### config.mk
export PLATFORM = sky130hd
export DESIGN_NAME = axil_wr_crossbar_flat
export DESIGN_NICKNAME = d
export VERILOG_FILES = /design/src/rtl/axil_wr_crossbar_if.sv /design/src/rtl/axil_wr_crossbar.sv /design/src/flat_wrapper.sv
export SDC_FILE = /design/constraint.sdc
export NUM_CORES = 1
export LEC_CHECK = 0
export ABC_AREA = 1
export CORE_AREA = 3 3 178 180
export CTS_BUF_LIST = sky130_fd_sc_hd__clkbuf_4 sky130_fd_sc_hd__clkbuf_8
export CTS_CLUSTER_SIZE = 40
export DETAILED_ROUTE_END_ITERATION = 7
export DIE_AREA = 0 0 181 183
export PLACE_DENSITY_LB_ADDON = 0.25
export SYNTH_ARGS = -nofsm -noshare
export SYNTH_HDL_FRONTEND = slang
export SYNTH_SLANG_ARGS = --single-unit
### constraint.sdc
create_clock -name aclk -period 1.26 [get_ports aclk]
set_clock_uncertainty 0.1 [all_clocks]
set_input_delay 0.189 -clock aclk [delete_from_list [all_inputs] [get_ports aclk]]
set_output_delay 0.189 -clock aclk [all_outputs]
set_load 0.01 [all_outputs]
### src/rtl/axil_wr_crossbar_if.sv
// AXI4-Lite write-path bundle for the crossbar.
// Master-side and slave-side AW/W/B channels plus routing grants.
interface axil_wr_crossbar_if #(
  parameter int NUMBER_MASTER  = 2,
  parameter int NUMBER_SLAVE   = 4,
  parameter int AXI_DATA_WIDTH = 32,
  parameter int AXI_ADDR_WIDTH = 32
);
  localparam int MW = (NUMBER_MASTER > 1) ?
                      $clog2(NUMBER_MASTER) : 1;
  localparam int SW = (NUMBER_SLAVE > 1) ?
                      $clog2(NUMBER_SLAVE) : 1;
  localparam int STRBW = AXI_DATA_WIDTH / 8;

  logic [MW-1:0] grant_wr       [NUMBER_SLAVE];
  logic [SW-1:0] grant_wr_trans [NUMBER_MASTER];

  logic [AXI_ADDR_WIDTH-1:0] m_axil_awaddr [NUMBER_MASTER];
  logic [NUMBER_MASTER-1:0]  m_axil_awvalid;
  logic [NUMBER_MASTER-1:0]  m_axil_awready;
  logic [AXI_DATA_WIDTH-1:0] m_axil_wdata  [NUMBER_MASTER];
  logic [STRBW-1:0]          m_axil_wstrb  [NUMBER_MASTER];
  logic [NUMBER_MASTER-1:0]  m_axil_wvalid;
  logic [NUMBER_MASTER-1:0]  m_axil_wready;
  logic [1:0]                m_axil_bresp  [NUMBER_MASTER];
  logic [NUMBER_MASTER-1:0]  m_axil_bvalid;
  logic [NUMBER_MASTER-1:0]  m_axil_bready;

  logic [AXI_ADDR_WIDTH-1:0] s_axil_awaddr [NUMBER_SLAVE];
  logic [NUMBER_SLAVE-1:0]   s_axil_awvalid;
  logic [NUMBER_SLAVE-1:0]   s_axil_awready;
  logic [AXI_DATA_WIDTH-1:0] s_axil_wdata  [NUMBER_SLAVE];
  logic [STRBW-1:0]          s_axil_wstrb  [NUMBER_SLAVE];
  logic [NUMBER_SLAVE-1:0]   s_axil_wvalid;
  logic [NUMBER_SLAVE-1:0]   s_axil_wready;
  logic [1:0]                s_axil_bresp  [NUMBER_SLAVE];
  logic [NUMBER_SLAVE-1:0]   s_axil_bvalid;
  logic [NUMBER_SLAVE-1:0]   s_axil_bready;

  // Crossbar view
  modport slave (
    input  grant_wr, grant_wr_trans,
    input  m_axil_awaddr, m_axil_awvalid,
    output m_axil_awready,
    input  m_axil_wdata, m_axil_wstrb, m_axil_wvalid,
    output m_axil_wready,
    output m_axil_bresp, m_axil_bvalid,
    input  m_axil_bready,
    output s_axil_awaddr, s_axil_awvalid,
    input  s_axil_awready,
    output s_axil_wdata, s_axil_wstrb, s_axil_wvalid,
    input  s_axil_wready,
    input  s_axil_bresp, s_axil_bvalid,
    output s_axil_bready
  );

  // Environment view (masters, slaves and arbiters)
  modport master (
    output grant_wr, grant_wr_trans,
    output m_axil_awaddr, m_axil_awvalid,
    input  m_axil_awready,
    output m_axil_wdata, m_axil_wstrb, m_axil_wvalid,
    input  m_axil_wready,
    input  m_axil_bresp, m_axil_bvalid,
    output m_axil_bready,
    input  s_axil_awaddr, s_axil_awvalid,
    output s_axil_awready,
    input  s_axil_wdata, s_axil_wstrb, s_axil_wvalid,
    output s_axil_wready,
    output s_axil_bresp, s_axil_bvalid,
    input  s_axil_bready
  );
endinterface

### src/rtl/axil_wr_crossbar.sv
// AXI4-Lite write-path switch (AW/W/B) between masters and slaves.
// Per-slave aw/w done flags make each transaction forward exactly once.
module axil_wr_crossbar #(
  parameter int NUMBER_MASTER  = 2,
  parameter int NUMBER_SLAVE   = 4,
  parameter int AXI_DATA_WIDTH = 32,
  parameter int AXI_ADDR_WIDTH = 32
) (
  input  logic             aclk,
  input  logic             areset,
  axil_wr_crossbar_if.slave bus
);
  localparam int NM = NUMBER_MASTER;
  localparam int NS = NUMBER_SLAVE;
  localparam int MW = (NM > 1) ? $clog2(NM) : 1;
  localparam int SW = (NS > 1) ? $clog2(NS) : 1;

  logic [NS-1:0][NM-1:0] w_conn;
  logic [NS-1:0] w_conn_any;
  logic [NS-1:0] r_aw_done, r_w_done;
  logic [NS-1:0] w_aw_done_nxt, w_w_done_nxt;
  logic [NS-1:0] w_s_awvalid, w_s_wvalid, w_s_bready;
  logic [NM-1:0] w_m_awready, w_m_wready, w_m_bvalid;

  // Mutual-grant connection matrix; out-of-range indices never match
  always_comb begin
    w_conn     = '0;
    w_conn_any = '0;
    for (int s = 0; s < NS; s++) begin
      for (int m = 0; m < NM; m++) begin
        if (bus.grant_wr[s] == MW'(m) &&
            bus.grant_wr_trans[m] == SW'(s)) begin
          w_conn[s][m]  = 1'b1;
          w_conn_any[s] = 1'b1;
        end
      end
    end
  end

  // Ungated payload muxes toward slaves
  always_comb begin
    for (int s = 0; s < NS; s++) begin
      bus.s_axil_awaddr[s] = '0;
      bus.s_axil_wdata[s]  = '0;
      bus.s_axil_wstrb[s]  = '0;
      for (int m = 0; m < NM; m++) begin
        if (bus.grant_wr[s] == MW'(m)) begin
          bus.s_axil_awaddr[s] = bus.m_axil_awaddr[m];
          bus.s_axil_wdata[s]  = bus.m_axil_wdata[m];
          bus.s_axil_wstrb[s]  = bus.m_axil_wstrb[m];
        end
      end
    end
  end

  // Ungated response mux toward masters
  always_comb begin
    for (int m = 0; m < NM; m++) begin
      bus.m_axil_bresp[m] = 2'b00;
      for (int s = 0; s < NS; s++) begin
        if (bus.grant_wr_trans[m] == SW'(s)) begin
          bus.m_axil_bresp[m] = bus.s_axil_bresp[s];
        end
      end
    end
  end

  // Handshake routing, gated by connection, phase state and reset
  always_comb begin
    w_s_awvalid = '0;
    w_s_wvalid  = '0;
    w_s_bready  = '0;
    w_m_awready = '0;
    w_m_wready  = '0;
    w_m_bvalid  = '0;
    for (int s = 0; s < NS; s++) begin
      for (int m = 0; m < NM; m++) begin
        if (w_conn[s][m] && !areset) begin
          w_s_awvalid[s] = bus.m_axil_awvalid[m] & ~r_aw_done[s];
          w_m_awready[m] = bus.s_axil_awready[s] & ~r_aw_done[s];
          w_s_wvalid[s]  = bus.m_axil_wvalid[m] & ~r_w_done[s];
          w_m_wready[m]  = bus.s_axil_wready[s] & ~r_w_done[s];
          if (r_aw_done[s] && r_w_done[s]) begin
            w_s_bready[s] = bus.m_axil_bready[m];
            w_m_bvalid[m] = bus.s_axil_bvalid[s];
          end
        end
      end
    end
  end

  assign bus.s_axil_awvalid = w_s_awvalid;
  assign bus.s_axil_wvalid  = w_s_wvalid;
  assign bus.s_axil_bready  = w_s_bready;
  assign bus.m_axil_awready = w_m_awready;
  assign bus.m_axil_wready  = w_m_wready;
  assign bus.m_axil_bvalid  = w_m_bvalid;

  // Phase tracking: set on AW/W handshake, clear on B or lost link
  always_comb begin
    w_aw_done_nxt = r_aw_done;
    w_w_done_nxt  = r_w_done;
    for (int s = 0; s < NS; s++) begin
      if (!w_conn_any[s]) begin
        w_aw_done_nxt[s] = 1'b0;
        w_w_done_nxt[s]  = 1'b0;
      end else if (w_s_bready[s] && bus.s_axil_bvalid[s]) begin
        w_aw_done_nxt[s] = 1'b0;
        w_w_done_nxt[s]  = 1'b0;
      end else begin
        if (w_s_awvalid[s] && bus.s_axil_awready[s])
          w_aw_done_nxt[s] = 1'b1;
        if (w_s_wvalid[s] && bus.s_axil_wready[s])
          w_w_done_nxt[s] = 1'b1;
      end
    end
  end

  // Phase state registers
  always_ff @(posedge aclk or posedge areset) begin
    if (areset) begin
      r_aw_done <= '0;
      r_w_done  <= '0;
    end else begin
      r_aw_done <= w_aw_done_nxt;
      r_w_done  <= w_w_done_nxt;
    end
  end
endmodule

### src/flat_wrapper.sv
// flat-port wrapper written by rule: the top's interface ports become plain ports
module axil_wr_crossbar_flat 
#(
  parameter int NUMBER_MASTER  = 2,
  parameter int NUMBER_SLAVE   = 4,
  parameter int AXI_DATA_WIDTH = 32,
  parameter int AXI_ADDR_WIDTH = 32
)
  (aclk, areset, bus_grant_wr, bus_grant_wr_trans, bus_m_axil_awaddr, bus_m_axil_awvalid, bus_m_axil_awready, bus_m_axil_wdata, bus_m_axil_wstrb, bus_m_axil_wvalid, bus_m_axil_wready, bus_m_axil_bresp, bus_m_axil_bvalid, bus_m_axil_bready, bus_s_axil_awaddr, bus_s_axil_awvalid, bus_s_axil_awready, bus_s_axil_wdata, bus_s_axil_wstrb, bus_s_axil_wvalid, bus_s_axil_wready, bus_s_axil_bresp, bus_s_axil_bvalid, bus_s_axil_bready);
  axil_wr_crossbar_if #(.NUMBER_MASTER(NUMBER_MASTER), .NUMBER_SLAVE(NUMBER_SLAVE), .AXI_DATA_WIDTH(AXI_DATA_WIDTH), .AXI_ADDR_WIDTH(AXI_ADDR_WIDTH)) bus_i ();
  input  logic aclk;
  input  logic areset;
  input wire logic [$bits(bus_i.grant_wr)-1:0] bus_grant_wr;
  input wire logic [$bits(bus_i.grant_wr_trans)-1:0] bus_grant_wr_trans;
  input wire logic [$bits(bus_i.m_axil_awaddr)-1:0] bus_m_axil_awaddr;
  input wire logic [$bits(bus_i.m_axil_awvalid)-1:0] bus_m_axil_awvalid;
  output wire logic [$bits(bus_i.m_axil_awready)-1:0] bus_m_axil_awready;
  input wire logic [$bits(bus_i.m_axil_wdata)-1:0] bus_m_axil_wdata;
  input wire logic [$bits(bus_i.m_axil_wstrb)-1:0] bus_m_axil_wstrb;
  input wire logic [$bits(bus_i.m_axil_wvalid)-1:0] bus_m_axil_wvalid;
  output wire logic [$bits(bus_i.m_axil_wready)-1:0] bus_m_axil_wready;
  output wire logic [$bits(bus_i.m_axil_bresp)-1:0] bus_m_axil_bresp;
  output wire logic [$bits(bus_i.m_axil_bvalid)-1:0] bus_m_axil_bvalid;
  input wire logic [$bits(bus_i.m_axil_bready)-1:0] bus_m_axil_bready;
  output wire logic [$bits(bus_i.s_axil_awaddr)-1:0] bus_s_axil_awaddr;
  output wire logic [$bits(bus_i.s_axil_awvalid)-1:0] bus_s_axil_awvalid;
  input wire logic [$bits(bus_i.s_axil_awready)-1:0] bus_s_axil_awready;
  output wire logic [$bits(bus_i.s_axil_wdata)-1:0] bus_s_axil_wdata;
  output wire logic [$bits(bus_i.s_axil_wstrb)-1:0] bus_s_axil_wstrb;
  output wire logic [$bits(bus_i.s_axil_wvalid)-1:0] bus_s_axil_wvalid;
  input wire logic [$bits(bus_i.s_axil_wready)-1:0] bus_s_axil_wready;
  input wire logic [$bits(bus_i.s_axil_bresp)-1:0] bus_s_axil_bresp;
  input wire logic [$bits(bus_i.s_axil_bvalid)-1:0] bus_s_axil_bvalid;
  output wire logic [$bits(bus_i.s_axil_bready)-1:0] bus_s_axil_bready;
  assign bus_i.grant_wr = {>>{bus_grant_wr}};
  assign bus_i.grant_wr_trans = {>>{bus_grant_wr_trans}};
  assign bus_i.m_axil_awaddr = {>>{bus_m_axil_awaddr}};
  assign bus_i.m_axil_awvalid = bus_m_axil_awvalid;
  assign bus_m_axil_awready = bus_i.m_axil_awready;
  assign bus_i.m_axil_wdata = {>>{bus_m_axil_wdata}};
  assign bus_i.m_axil_wstrb = {>>{bus_m_axil_wstrb}};
  assign bus_i.m_axil_wvalid = bus_m_axil_wvalid;
  assign bus_m_axil_wready = bus_i.m_axil_wready;
  assign bus_m_axil_bresp = {>>{bus_i.m_axil_bresp}};
  assign bus_m_axil_bvalid = bus_i.m_axil_bvalid;
  assign bus_i.m_axil_bready = bus_m_axil_bready;
  assign bus_s_axil_awaddr = {>>{bus_i.s_axil_awaddr}};
  assign bus_s_axil_awvalid = bus_i.s_axil_awvalid;
  assign bus_i.s_axil_awready = bus_s_axil_awready;
  assign bus_s_axil_wdata = {>>{bus_i.s_axil_wdata}};
  assign bus_s_axil_wstrb = {>>{bus_i.s_axil_wstrb}};
  assign bus_s_axil_wvalid = bus_i.s_axil_wvalid;
  assign bus_i.s_axil_wready = bus_s_axil_wready;
  assign bus_i.s_axil_bresp = {>>{bus_s_axil_bresp}};
  assign bus_i.s_axil_bvalid = bus_s_axil_bvalid;
  assign bus_s_axil_bready = bus_i.s_axil_bready;
  axil_wr_crossbar #(.NUMBER_MASTER(NUMBER_MASTER), .NUMBER_SLAVE(NUMBER_SLAVE), .AXI_DATA_WIDTH(AXI_DATA_WIDTH), .AXI_ADDR_WIDTH(AXI_ADDR_WIDTH)) u_core (.aclk(aclk), .areset(areset), .bus(bus_i));
endmodule
==> flow_metrics.py, run 1 <==
metrics = {
    "route": {
        "route.antenna.remaining_nets": 0,
        "drt-initial-drc-count": 364,
        "detail_route.first_pass.iterations": 7,
        "vias": 8492,
        "routed_wirelength_um": 34000,
        "routed_via_density": 4.51,
        "routedWlPerCell_um": 18.1,
        "detail_route.drc_violations": 0,
    },
    "logic_synthesis": {
        "post_synth_instance_area_um2": 4070,
        "seq_area_frac_synth_pct": 4.92,
        "yosysWarningCount": 0,
        "synthDistinctLibCells": 26,
        "mappedNetlistNets": 1058,
        "ys_top_cells_by_area": "o21ai_0 (35%), nand2_1 (31%), inv_1 (8.9%)",
        "synth.ff_latch_count": 8,
        "post-synth-top-area-fraction_pct": 34.7,
        "yosys.area.top_type": "o21ai_0",
        "synth_area_per_cell_um2": 4.59,
        "synth_cells": 886,
    },
    "clock_tree": {
        "clock-sinks": 8,
        "htree_levels": 1,
        "clock_insertion_delay_worst_skew_ps": 230,
        "cts_made_buffers": 3,
        "clock-root-buffer": "clkbuf_8",
        "max-clock-path-buffers": 2,
        "tritoncts": "yes",
        "cts.clk_slew.worst_paths_ps": 50,
    },
    "grt": {
        "grt_remaining_overflow": 0,
        "grt_antenna_before_repair": 2,
        "grt_start_max_net_pins": 32,
        "vias_in_the_first_global_route": 7982,
        "grt_pass1_wl_um": 46900,
        "groute.usage.overall_pct": 17.7,
    },
    "run_status": {
        "status": "finished, violations left",
        "violations": "negative setup slack",
    },
    "sta": {
        "final_min_period_over_clock_period_pct": 125,
        "unrepaired_setup_endpoints_after_global_routing": "true",
        "report.final.slew_viol_count": 0,
        "finalWorstSetupSlack_ps": -319,
        "max_slew_margin_pct": 73.1,
        "timing.fmax_mhz": 633,
        "setup_total_negative_slack_ps": -7830,
        "report.final.hold_viol_count": 0,
        "layout_min_cycle_time_ps": 1580,
        "max_slew.worst_pin.slew_ps": 399,
        "setup-violations-final": 101,
        "timing.hold.ws_ps": 59.3,
    },
    "cells_and_area": {
        "mostFrequentLayoutCells": "buf_2 (240), nand2_1 (233), dlygate4sd2_1 (142)",
        "area_growth_pct": 178,
        "num-nets-final": 1659,
        "final_cell_count_no_fill": 1884,
        "final_common_cell": "buf_2",
        "postLayoutCellArea_um2": 11300,
        "postLayoutCoreUtil_pct": 37.3,
        "final_layout_size_suffix_gt1_share_pct": 57.2,
        "n_fill_cell": 3330,
    },
    "pwr": {
        "power_leakage_nw": 5.81,
        "power.share.clock_pct": 6.9,
        "p_sw_share_pct": 48.9,
        "p_int_mw": 2.50,
        "report.power.total_mw": 4.89,
        "comb_power_share_pct": 87.6,
        "total_power_per_unit_cell_area_nw_per_um2": 431,
        "ir_worst_vdd_v": 0.000187,
        "p_seq_share_pct": 5.5,
        "power_switching_mw": 2.39,
    },
    "place": {
        "place_worst_setup_slack_ps": -1150,
        "dp_cells": 1773,
        "postPlaceCellArea_um2": 9740,
        "dp_hpwl_um": 23800,
        "gpl.final_weighted_congestion": 0.893,
        "io_buffers": 465,
    },
    "worst_setup_path": {
        "startpoint_type_of_the_worst_setup_path": "register",
        "worst_path_most_repeated_cell": "buf_6",
        "crit_arrival_ps": 1290,
        "max_stage_delay_ps": 440,
        "worstPathMaxFanout": 4,
        "critical-path-top-delay-family": "flip-flops",
        "cp_cell_sequence": "buf_6 > buf_6 > o21ai_4 > and2_4 > buf_6",
        "timing_worst_setup_path_type": "register to output port",
        "critPathRequiredTime_ps": 970,
        "path_buf_inv": 3,
        "worst_setup_path_end_kind": "output port",
        "worst_path_max_delay_cell": "dfrtp_2",
    },
    "floorplanning": {
        "io_pins": 466,
        "fp.dieH_um": 183,
        "fp.coreArea_um2": 30300,
        "width_of_the_die_um": 181,
        "fp-row-count": 64,
        "die_footprint_um2": 33100,
        "initial_utilization_pct": 13.4,
    },
    "worst_hold_path": {
        "worst_hold_path_type": "input port to asynchronous set/reset pin",
    },
    "flow_run": {
        "max-cap-violations": 0,
    },
}
## metal layers
layer	track usage, %	vias up	wire (um)
met4	4.97	0	1040
li1	-	4131	-
met1	21.3	3904	13600
met5	0	-	0
met2	31.8	395	16800
met3	3.77	62	2530
## flip-flops by register name (all words and copies together) (netlist names)
signal	count
u_core.r_aw_done	4
u_core.r_w_done	4
## worst register-to-register path, stage by stage (launching register included)
cell and delay (ps):
dfrtp_2 440, buf_4 160, o21ai_4 130, buf_4 130
buf_4 90, nand3_1 70, a21oi_1 120
## cells in the mapped netlist, drive strengths merged
cell     instances
a21oi            6
a31oi            4
and2             6
and3             2
buf             21
clkbuf          42
dfrtp            8
inv             99
nand2          336
nand3           32
nand4            9
nor2            30
nor3             3
o2111ai          4
o21ai          283
o21bai           1
## power by group through the flow
| stage | combinational (mW) | sequential, mW | clock, mW |
|---|---|---|---|
| floorplan | 1.27 | 0.267 | 0 |
| finish | 4.28 | 0.267 | 0.339 |
| global placement | 3.87 | 0.269 | 0 |
| global route | 4.59 | 0.267 | 0.370 |
| CTS | 3.77 | 0.265 | 0.351 |
| detailed placement | 3.87 | 0.269 | 0 |
## logic make-up after synthesis
family | after synthesis | synth area share (%)
flip-flops | 8 | 4.92
buffers and inverters | 162 | 16.0
AND/OR/NAND/NOR | 418 | 41.8
AO/OA/AOI/OAI | 298 | 37.3
## final timing paths
| check | cells after the start | from | end | slack, ps |
|---|---|---|---|---|
| min in group aclk | 6 | bus_grant_wr[1] | u_core.r_w_done[2]$_DFFE_PP0P_ | 340 |
| hold reg to reg | 2 | u_core.r_w_done[0]$_DFFE_PP0P_ | u_core.r_w_done[0]$_DFFE_PP0P_ | 450 |
| hold / removal | 5 | areset | u_core.r_aw_done[2]$_DFFE_PP0P_ | 60 |
| setup / recovery | 5 | u_core.r_aw_done[1]$_DFFE_PP0P_ | bus_s_axil_awvalid[1] | -320 |
| setup reg to reg | 6 | u_core.r_w_done[1]$_DFFE_PP0P_ | u_core.r_w_done[1]$_DFFE_PP0P_ | -70 |
| max in group asynchronous | 5 | areset | u_core.r_w_done[2]$_DFFE_PP0P_ | 450 |
## area by class of cell
cell class                 instances  area, um^2  area share, %
clock buffer                       3        41.3          0.364
antenna                            3        7.51         0.0663
inverter                          99         402           3.55
tap                              396         495           4.37
multi-input combinational        716        4290           37.9
sequential                         8         208           1.83
timing repair buffer             659        5880           51.9
## timing repair
action / in CTS / in global routing
pin swaps: 91 / 93
setup buffers: 55 / 25
endpoints found under the hold margin: 2 / 1
endpoints found under the setup margin: 302 / 202
hold buffers: 1 / 1
gates resized for setup: 1793 / 475
cloned: 15 / 15
(Power assumes the default switching activity.)
==> run 2: changes to the inputs <==
--- a/config.mk
+++ b/config.mk
@@ -7,10 +7,10 @@
 export LEC_CHECK = 0
 export ABC_AREA = 1
 export CORE_AREA = 3 3 178 180
-export CTS_BUF_LIST = sky130_fd_sc_hd__clkbuf_4 sky130_fd_sc_hd__clkbuf_8
-export CTS_CLUSTER_SIZE = 40
+export CTS_CLUSTER_SIZE = 8
 export DETAILED_ROUTE_END_ITERATION = 7
 export DIE_AREA = 0 0 181 183
+export HOLD_SLACK_MARGIN = 0.03
 export PLACE_DENSITY_LB_ADDON = 0.25
 export SYNTH_ARGS = -nofsm -noshare
 export SYNTH_HDL_FRONTEND = slang
==> flow_metrics.py, run 2 (synthesis results as in run 1) <==
metrics = {
    "run_status": {
        "status": "finished, violations left",
        "violations": "negative setup slack",
    },
    "worst_setup_path": {
        "rrSetupSlack_ps": -80,
        "critPathRequiredTime_ps": 970,
        "startpoint": "u_core.r_aw_done[1]$_DFFE_PP0P_",
        "startpoint_type_of_the_worst_setup_path": "register",
        "r2r_cells": 8,
        "critical_path.reg2reg.startpoint": "u_core.r_w_done[1]$_DFFE_PP0P_",
        "timing_worst_setup_path_type": "register to output port",
        "regToRegEndpoint": "u_core.r_aw_done[1]$_DFFE_PP0P_",
        "worst_setup_path_end_kind": "output port",
        "worstPathMaxFanout": 4,
        "crit_arrival_ps": 1300,
    },
    "place": {
        "place_worst_setup_slack_ps": -1150,
        "gpl.final_weighted_congestion": 0.893,
        "io_buffers": 465,
        "dp_cells": 1773,
        "dp_hpwl_um": 23800,
    },
    "floorplanning": {
        "fp.dieH_um": 183,
        "die_footprint_um2": 33100,
        "initial_utilization_pct": 13.4,
        "fp.coreArea_um2": 30300,
        "io_pins": 466,
        "width_of_the_die_um": 181,
        "fp-row-count": 64,
    },
    "cells_and_area": {
        "n_fill_cell": 3335,
        "mostFrequentLayoutCells": "buf_2 (240), nand2_1 (222), dlygate4sd2_1 (143)",
        "final_layout_size_suffix_gt1_share_pct": 57.9,
        "final_common_cell": "buf_2",
        "largestRegisters": "u_core.r_aw_done (4), u_core.r_w_done (4)",
        "area_growth_pct": 181,
        "num-nets-final": 1660,
        "final_cell_count_no_fill": 1884,
    },
    "pwr": {
        "power.share.clock_pct": 11.1,
        "p_seq_share_pct": 5.2,
        "ir_worst_vdd_v": 0.000333,
        "p_sw_share_pct": 47.2,
        "power_switching_mw": 2.44,
        "total_power_per_unit_cell_area_nw_per_um2": 451,
        "p_int_mw": 2.73,
        "power_leakage_nw": 5.88,
        "comb_power_share_pct": 83.8,
    },
    "sta": {
        "max_slew_margin_pct": 73.6,
        "layout_min_cycle_time_ps": 1580,
        "max_slew.worst_pin.slew_ps": 392,
        "final_min_period_over_clock_period_pct": 126,
        "setup_total_negative_slack_ps": -13600,
        "report.final.hold_viol_count": 0,
        "report.final.slew_viol_count": 0,
        "unrepaired_setup_endpoints_after_global_routing": "true",
        "finalWorstSetupSlack_ps": -324,
        "setup-violations-final": 132,
        "timing.fmax_mhz": 631,
    },
    "grt": {
        "grt_antenna_before_repair": 1,
        "groute.usage.overall_pct": 17.8,
        "grt_start_max_net_pins": 32,
        "vias_in_the_first_global_route": 8026,
        "grt_remaining_overflow": 0,
        "grt_pass1_wl_um": 47100,
    },
    "route": {
        "detail_route.drc_violations": 0,
        "drt-initial-drc-count": 292,
        "detailed_route_wirelength_on_metal3_um": 2530,
        "route.layer.met1.wl_um": 13700,
        "vias": 8540,
        "routedWlPerCell_um": 18.2,
        "route.antenna.remaining_nets": 0,
        "routed_via_density": 4.53,
        "routed_wirelength_um": 34200,
        "detailroute.wirelength.met2_um": 16900,
        "top_layer_used": "met4",
        "detail_route.first_pass.iterations": 5,
    },
    "clock_tree": {
        "clock_insertion_delay_worst_skew_ps": 240,
        "cts_made_buffers": 3,
        "max-clock-path-buffers": 2,
        "clock-sinks": 8,
        "htree_levels": 1,
        "tritoncts": "yes",
        "clock-root-buffer": "clkbuf_16",
        "cts.clk_slew.worst_paths_ps": 40,
    },
    "flow_run": {
        "max-cap-violations": 0,
    },
    "worst_hold_path": {
        "worst_hold_path_type": "input port to asynchronous set/reset pin",
    },
}
-- run 2: power groups by stage --
stage,Clock [mW],Combinational (mW),Sequential [mW]
after global routing,0.600,4.64,0.267
after CTS,0.575,3.77,0.266
final,0.571,4.33,0.267
after floorplan,0,1.27,0.267
after global placement,0,3.87,0.269
after detailed placement,0,3.87,0.269
-- run 2: layout make-up --
type	count	area (um^2)	area share (%)
sequential	8	206	1.80
antenna	2	5.00	0.0437
timing repair buffer	660	5920	51.8
multi-input combinational	716	4340	37.9
tap	396	495	4.33
clock buffer	3	75.1	0.656
inverter	99	399	3.49
-- run 2: how the worst max path moves through the flow --
stage / slack, ps / endpoint / depth (start not counted)
after detailed placement: -1150 / bus_s_axil_wvalid[3] / 7
after global placement: -1160 / bus_s_axil_wvalid[3] / 7
after global routing: -390 / bus_s_axil_awvalid[1] / 6
after floorplan: -0.3 / bus_m_axil_bvalid[0] / 8
final: -320 / bus_s_axil_awvalid[1] / 6
after CTS: -300 / bus_m_axil_bvalid[0] / 7
-- run 2: metrics by stage --
step / util, % / total power [mW] / cell area, um^2 / hold WS [ps]
finish: 37.7 / 5.16 / 11400 / 149
global route: 37.7 / 5.51 / 11400 / 157
CTS: 33.0 / 4.62 / 10000 / 53.7
detailed placement: 32.1 / 4.13 / 9740 / 411
global placement: 32.1 / 4.14 / 9740 / 417
floorplan: - / 1.53 / 4090 / -16.4
-- run 2: critical path: stages, from the launching register on --
cell and delay, ps:
dfrtp_1 420, buf_6 150, nor2_2 80, nand3_1 80, nand2_1 80, and2_4 150
buf_6 90
-- run 2: per-layer routing --
| layer | vias up | global-route usage (%) |
|---|---|---|
| li1 | 4136 | - |
| met1 | 3934 | 21.4 |
| met2 | 398 | 31.8 |
| met3 | 72 | 3.79 |
| met4 | 0 | 5.27 |
| met5 | - | 0 |
-- run 2: repair_timing --
action                     in CTS  in global routing
hold endpoints to repair        2                  1
setup endpoints to repair     302                208
pin swaps                      97                 91
setup buffers                  55                 23
cloned                         15                 19
hold buffers                    1                  1
resized for setup            1800                472
